===== src/rtl/alu_src_pkg.sv =====
// Shared types and constants for the ALU-source select pipeline.
package alu_src_pkg;

    typedef enum logic [1:0] {
        EMPTY = 2'd0,
        ONE   = 2'd1,
        TWO   = 2'd2
    } state_t;

    localparam int ERR_W = 8;

    // One extra select code beyond the register sources addresses the immediate.
    function automatic int sel_width(input int num_src);
        return $clog2(num_src + 1);
    endfunction

endpackage


===== src/rtl/imm_ext.sv =====
// Sign/zero extension of an immediate field up to operand width.
module imm_ext #(
    parameter int IMM_WIDTH = 8,
    parameter int WIDTH     = 16
) (
    input  logic [IMM_WIDTH-1:0] imm,
    input  logic                 imm_sext,
    output logic [WIDTH-1:0]     ext
);

    generate
        if (IMM_WIDTH == WIDTH) begin : g_same
            assign ext = imm;
        end else begin : g_wide
            assign ext = imm_sext ? {{(WIDTH-IMM_WIDTH){imm[IMM_WIDTH-1]}}, imm}
                                  : {{(WIDTH-IMM_WIDTH){1'b0}}, imm};
        end
    endgenerate

endmodule


===== src/rtl/alu_src_sel_pipe.sv =====
// Operand select (register sources or extended immediate) behind a
// two-entry skid buffer; in_ready is registered so no ready path goes upstream.
module alu_src_sel_pipe
    import alu_src_pkg::*;
#(
    parameter int WIDTH     = 16,
    parameter int NUM_SRC   = 4,
    parameter int IMM_WIDTH = 8,
    parameter int SEL_W     = sel_width(NUM_SRC)
) (
    input  logic                     clk,
    input  logic                     rst_n,
    input  logic                     in_valid,
    output logic                     in_ready,
    input  logic [NUM_SRC*WIDTH-1:0] src_data,
    input  logic [IMM_WIDTH-1:0]     imm,
    input  logic                     imm_sext,
    input  logic [SEL_W-1:0]         sel,
    output logic                     out_valid,
    input  logic                     out_ready,
    output logic [WIDTH-1:0]         out_data,
    output logic                     out_sel_err,
    output logic [ERR_W-1:0]         err_count
);

    state_t           state;
    logic [WIDTH-1:0] imm_full;
    logic [WIDTH-1:0] sel_data;
    logic             sel_err;
    logic [WIDTH-1:0] skid_data;
    logic             skid_err;
    logic             accept;
    logic             emit;

    imm_ext #(
        .IMM_WIDTH (IMM_WIDTH),
        .WIDTH     (WIDTH)
    ) u_imm_ext (
        .imm      (imm),
        .imm_sext (imm_sext),
        .ext      (imm_full)
    );

    always_comb begin
        sel_data = '0;
        sel_err  = 1'b0;
        for (int k = 0; k < NUM_SRC; k++) begin
            if (int'(sel) == k) sel_data = src_data[k*WIDTH +: WIDTH];
        end
        if (int'(sel) == NUM_SRC) sel_data = imm_full;
        else if (int'(sel) > NUM_SRC) sel_err = 1'b1;
    end

    assign accept = in_valid & in_ready;
    assign emit   = out_valid & out_ready;

    always_ff @(posedge clk or negedge rst_n) begin
        if (!rst_n) begin
            state       <= EMPTY;
            out_valid   <= 1'b0;
            in_ready    <= 1'b1;
            out_data    <= '0;
            out_sel_err <= 1'b0;
            skid_data   <= '0;
            skid_err    <= 1'b0;
            err_count   <= '0;
        end else begin
            if (accept && sel_err && err_count != '1) err_count <= err_count + 1'b1;
            case (state)
                EMPTY: begin
                    if (accept) begin
                        out_data    <= sel_data;
                        out_sel_err <= sel_err;
                        out_valid   <= 1'b1;
                        state       <= ONE;
                    end
                end
                ONE: begin
                    if (accept && emit) begin
                        out_data    <= sel_data;
                        out_sel_err <= sel_err;
                    end else if (accept) begin
                        skid_data <= sel_data;
                        skid_err  <= sel_err;
                        in_ready  <= 1'b0;
                        state     <= TWO;
                    end else if (emit) begin
                        out_valid <= 1'b0;
                        state     <= EMPTY;
                    end
                end
                TWO: begin
                    if (emit) begin
                        out_data    <= skid_data;
                        out_sel_err <= skid_err;
                        in_ready    <= 1'b1;
                        state       <= ONE;
                    end
                end
                default: begin
                    state     <= EMPTY;
                    out_valid <= 1'b0;
                    in_ready  <= 1'b1;
                end
            endcase
        end
    end

endmodule


===== config.mk =====
export PLATFORM = sky130hd
export DESIGN_NAME = alu_src_sel_pipe
export DESIGN_NICKNAME = d
export VERILOG_FILES = /design/src/rtl/alu_src_pkg.sv /design/src/rtl/imm_ext.sv /design/src/rtl/alu_src_sel_pipe.sv
export SDC_FILE = /design/constraint.sdc
export NUM_CORES = 1
export LEC_CHECK = 0
export BUFFER_PORTS_ARGS = -buffer_cell sky130_fd_sc_hd__buf_2
export CAP_MARGIN = 25
export CORE_MARGIN = 2
export CORE_UTILIZATION = 35
export DETAILED_ROUTE_END_ITERATION = 12
export GPL_ROUTABILITY_DRIVEN = 1
export PLACE_DENSITY_LB_ADDON = 0.05
export RECOVER_POWER = 50
export SLEW_MARGIN = 20
export SYNTH_ARGS = -nofsm -noshare
export SYNTH_HDL_FRONTEND = slang
export SYNTH_SLANG_ARGS = --single-unit

===== constraint.sdc =====
create_clock -name clk -period 2.07 [get_ports clk]
set_input_delay 0.414 -clock clk [delete_from_list [all_inputs] [get_ports clk]]
set_output_delay 0.414 -clock clk [all_outputs]
set_load 0.05 [all_outputs]

### After elaboration in Yosys (flattened, before gate mapping)

Index checks and enable logic that the tools add are counted.

| storage, ports and cells | value |
|---|---|
| memories kept | 0 |
| input bits | 80 |
| word-level logic and storage cells | 72 |
| ROM bits | 0 |
| RAM bits | 0 |
| bits in registers | 46 |
| latch bits | 0 |

| operators by class | value |
|---|---|
| div/mod/pow operators | 0 |
| multiplexer cells | 31 |
| $mul | 0 |
| reductions and logical operators | 11 |
| add/sub/neg operators | 1 |
| magnitude comparators | 1 |
| bitwise operators | 5 |
| shifts and indexed selects | 0 |
| equal/unequal tests | 15 |

Operators by type and width:

| cell | number |
|---|---|
| 16-bit two-way mux | 9 |
| 16-bit one-hot mux with 3 select lines | 1 |
| 2-bit inequality test, second input constant | 7 |
| 1-bit two-way mux | 12 |
| 4-bit AND reduction | 3 |
| 2-bit two-way mux | 5 |
| 3-bit == test, second input constant | 3 |
| 1-bit one-hot mux with 3 select lines | 3 |
| 8-bit by 1-bit adder with 8-bit output, second input constant | 1 |
| 8-bit inequality test, second input constant | 1 |
| 2-bit one-hot mux with 3 select lines | 1 |
| 5-bit AND reduction | 1 |
| 3-bit by 2-bit == test with 1-bit output, second input constant | 1 |
| 3-bit > comparator, second input constant | 1 |
| 1-bit logical AND | 3 |
| 3-bit zero test | 1 |
| 3-bit inequality test, second input constant | 1 |
| 1-bit inverter | 3 |
| 3-bit AND reduction | 1 |
| 3-bit nonzero test | 1 |
| 1-bit AND | 2 |
| 2-bit by 1-bit == test with 1-bit output, second input constant | 1 |
| 2-bit == test, second input constant | 1 |
| 2-bit zero test | 1 |

### Depth between registers and ports, before layout

| depth | value |
|---|---|
| depth in word-level cells | 8 |
| depth in mapped cells | 6 |
| mapped depth without buffers | 5 |

### Modules after synthesis

From an unflattened synthesis, not the netlist that was laid out.

| unflattened totals | value |
|---|---|
| cells, all modules | 282 |
| area, all modules | 3015.4 sq um |

By module, submodules not included:

| module | seq. area each (sq um) | times used | area each (sq um) | cells each |
|---|---|---|---|---|
| alu_src_sel_pipe | 1152.4 | 1 | 2896.5 | 266 |
| imm_ext | 0.0 | 1 | 118.9 | 16 |

### Least setup slack after synthesis

OpenSTA, ideal clock, no wires.

| timing path | value |
|---|---|
| path kind | reg-to-reg |
| from | register out_valid |
| to | register out_data[0] |
| arrival time | 1699 ps |
| stages on the path, launching flop included | 5 |
| library setup time | 123 ps |
| path buffers | 0 |
| data required time | 1947 ps |
| clock period less this slack | 1822 ps |
| setup slack | 248 ps |
| cell sequence | dfrtp_1 -> nand2_1 -> o211a_4 -> or3_1 -> o221a_1 |

| on the way | value |
|---|---|
| word-level cells in the longest chain between the ends | 4 |

Ends and longest elaborated chain:

| element | RTL line | text |
|---|---|---|
| start, declared | alu_src_sel_pipe.sv:19 | `output logic out_valid,` |
| start signal, assigned | alu_src_sel_pipe.sv:60 | `out_valid <= 1'b0;` |
| start signal, assigned | alu_src_sel_pipe.sv:74 | `out_valid <= 1'b1;` |
| start signal, assigned | alu_src_sel_pipe.sv:88 | `out_valid <= 1'b0;` |
| 1-bit AND * | alu_src_sel_pipe.sv:55 | `assign emit = out_valid & out_ready;` |
| 1-bit logical AND | alu_src_sel_pipe.sv:79 | `if (accept && emit) begin` |
| 2-bit inequality test (no source line) | n/a |  |
| 4-bit AND reduction (no source line) * | n/a |  |
| end signal, assigned | alu_src_sel_pipe.sv:72 | `out_data <= sel_data;` |
| end signal, assigned | alu_src_sel_pipe.sv:80 | `out_data <= sel_data;` |
| end signal, assigned | alu_src_sel_pipe.sv:94 | `out_data <= skid_data;` |
| end, declared | alu_src_sel_pipe.sv:21 | `output logic [WIDTH-1:0] out_data,` |

Every way passes the cells marked *; elsewhere a longest branch is shown, timed or not.
A chain may end at the register's enable or synchronous reset.

### Worst setup path after layout

| timing path | value |
|---|---|
| from | register in_ready |
| to | register out_data[3] |

| on the way | value |
|---|---|
| word-level cells in the longest chain between the ends | 4 |

Ends and longest elaborated chain:

| element | RTL line | text |
|---|---|---|
| start, declared | alu_src_sel_pipe.sv:14 | `output logic in_ready,` |
| start signal, assigned | alu_src_sel_pipe.sv:61 | `in_ready <= 1'b1;` |
| start signal, assigned | alu_src_sel_pipe.sv:85 | `in_ready <= 1'b0;` |
| start signal, assigned | alu_src_sel_pipe.sv:96 | `in_ready <= 1'b1;` |
| 1-bit AND * | alu_src_sel_pipe.sv:54 | `assign accept = in_valid & in_ready;` |
| 1-bit logical AND | alu_src_sel_pipe.sv:79 |  |
| 2-bit inequality test (no source line) | n/a |  |
| 4-bit AND reduction (no source line) * | n/a |  |

Marks and branches as above.

==> results.toml <==
[run_status]
status = "finished, final reports clean"

[clock_network]
root_buffer = "clkbuf_8"
cts_sinks = 46
cts_buffers = 5
clk_latency_ns = 0.30
postCtsResizedCells = 0
cts_buffer_depth = 2
clk_pin_slew_ns = 0.09
cts_max_level = 2
post_cts_buffers = 0
cts_tree = "done"
postCtsHoldBufs = 0

[worst_setup_path]
r2r-start = "in_ready$_DFFE_PN1P_"
slowest_stage = "dfstp_2"
cp_top_family = "flip-flops"
timing.reg2reg.setup_slack_ns = 0.35
arrival_ns = 1.89
start_kind = "flip-flop"
critPathBufInv = 0
max_stage_delay_ns = 0.65
critPathCaptureType = "flip-flop"
crit_fanout = 18
r2r-end = "out_data[3]$_DFFE_PN0P_"
cp-startpoint = "in_ready$_DFFE_PN1P_"
crit_type = "flip-flop to flip-flop"
required_ns = 2.25
crit_path_end = "out_data[3]$_DFFE_PN0P_"
path_cells = "nand4bb_2 > o211a_4 > or3_1 > o221a_1"
reg2reg_depth = 4
path_depth = 4

[route]
finalWirelength_um = 7740
drt_first_pass_iters = 4
ant_nets = 0
vias_per_cell = 5.16
drtIter0Drc = 52
dr_wl_met2_um = 3520
via_count = 2454
detail_route.wl_per_cell_um = 16.3
wl_met1_um = 3710
highest-signal-layer = "met4"
wl_met3_um = 427
drc = 0

[sta]
hold_viol = 0
tns_ns = 0
relSlewSlack_pct = 22.1
fmax_mhz = 583
setup_viol = 0
finClkSkew_ns = 0.0104
finalCritPeriodShare_pct = 82.9
rsz0062_at_grt = "false"
finalCriticalPeriod_ns = 1.72
maxSlewViolCount = 0
worst_slew_pin_slew_ns = 1.17

[place]
routabilityCongestion = 0.748
hpwl_um = 5760
port_buffers = 106

[final_layout]
final_common_cell = "buf_2"
antenna_cells = 0
syn_to_final_growth_pct = 25.9
drive_gt1_share_pct = 36.4
final_cell_mix = "buf_2 (96), dfrtp_1 (45), mux2i_1 (31)"
fill_cells = 784
fin_nets = 454

[power]
power_density_nw_per_um2 = 503
p_total_uw = 1790
leakage_uw = 0.00173
peakVddDrop_v = 0.000251

[die]
core_um2 = 7770
die_area_um2 = 8790
io_pins = 107
start_util_pct = 36.3
num_rows = 32
die_w_um = 93.7
die_height_um = 93.7

[global_routing]
grt_max_degree = 44
antenna_found_initial = 0
grt_first_pass_wirelength_um = 12500
overflow = 0
grt_usage_pct = 18.1
grt_pass1_vias = 2446

[run]
drv_cap = 0

[synth]
syn_nets = 346
yosys_warnings = 0
syn_inst = 265
synth_cell_types = 52
synth_seq_area_share_pct = 40.9
syn_area_per_cell_um2 = 10.6
synth_seq_cells = 46
synthesis.area_um2 = 2820

[min_path]
hold_class = "primary input to asynchronous set/reset pin"
[worst reg2reg max path, delay by kind of cell (launching register included)]
kind | cells | cell delay (ns)
simple gates | 2 | 0.54
compound gates | 2 | 0.41
flops | 1 | 0.65
[cell type report]
class	instances	area, um^2	share of cell area (%)
repair buffers	117	626	17.6
flip-flops and latches	46	1150	32.5
clock inverters	1	8.76	0.247
well taps	102	128	3.60
multi-input cells	203	1540	43.4
clock buffers	7	96.3	2.71
[layer usage]
metal | track usage [%] | vias up
li1 | - | 1208
met1 | 25.0 | 1171
met2 | 29.8 | 67
met3 | 3.13 | 8
met4 | 4.23 | 0
met5 | 0 | -
[where the power goes]
group	internal [uW]	switching, uW
registers	898	0
clock network	306	312
logic	131	138
[cell families after synthesis]
logic type	after synthesis	share of synthesized area, %
and+or+nand+nor	83	17.9
AOI/OAI and AO/OA	73	19.9
DFF	46	40.9
muxes	39	14.2
buffers and inverters	16	4.53
xor gates and xnor gates	7	2.17
adders and majority gates	1	0.444
[registers in the layout (all words and copies together) (netlist names)]
signal / cells
in_ready: 1
skid_data: 16
out_data: 16
state: 2
out_valid: 1
out_sel_err: 1
skid_err: 1
err_count: 8
[worst min path at each step]
| stage | to | cells after the start |
|---|---|---|
| global placement | out_data[3]$_DFFE_PN0P_ | 1 |
| floorplan | err_count[0]$_DFFE_PN0P_ | 0 |
| global route | skid_data[1]$_DFFE_PN0P_ | 1 |
| CTS | out_data[1]$_DFFE_PN0P_ | 1 |
| detailed placement | out_sel_err$_DFFE_PN0P_ | 1 |
| finish | skid_data[2]$_DFFE_PN0P_ | 1 |
[through the flow]
stage / hold slack, ns / worst slack, ns / instances / utilization (%) / area, um^2
CTS: 0.0773 / 0.358 / 476 / 45.9 / 3560
finish: 0.330 / 0.354 / 476 / 45.7 / 3550
global route: 0.432 / 0.259 / 476 / 45.7 / 3550
global placement: 0.413 / 0.228 / 468 / 44.5 / 3460
floorplan: 0.118 / 0.248 / 265 / - / 2820
detailed placement: 0.415 / 0.215 / 468 / 44.5 / 3460
[synth_stat cells, drive strengths merged]
| cell | instances | area share (%) |
|---|---|---|
| o211a | 1 | 0.62 |
| o221ai | 7 | 2.4 |
| nor3 | 2 | 0.36 |
| nor2b | 9 | 2.0 |
| a31oi | 3 | 0.89 |
| mux2i | 31 | 11 |
| clkbuf | 2 | 0.27 |
| o211ai | 2 | 1.0 |
| mux2 | 8 | 3.2 |
| nor2 | 6 | 0.89 |
| ha | 1 | 0.44 |
| a21oi | 3 | 0.53 |
| nor4bb | 1 | 0.36 |
| xor2 | 5 | 1.6 |
| nand4b | 2 | 0.84 |
| o22a | 8 | 2.5 |
| nand3 | 7 | 1.2 |
| o2111a | 1 | 0.40 |
| o21bai | 1 | 0.27 |
| and3b | 1 | 0.31 |
| nand4 | 2 | 0.44 |
| nand3b | 9 | 2.8 |
| xnor2 | 2 | 0.62 |
| o21a | 10 | 2.7 |
| dfrtp | 45 | 40 |
| and3 | 2 | 0.44 |
| nand2b | 1 | 0.22 |
| or2b | 1 | 0.27 |
| o22ai | 8 | 1.8 |
| or3 | 7 | 1.6 |
| nor3b | 1 | 0.67 |
| dfstp | 1 | 0.93 |
| o21ai | 22 | 4.0 |
| or2 | 2 | 0.44 |
| nor4 | 1 | 0.44 |
| o221a | 7 | 2.8 |
| nand2 | 28 | 4.0 |
| nand4bb | 1 | 0.58 |
| buf | 14 | 4.3 |
Note: power is estimated with default switching activity, not from simulation.
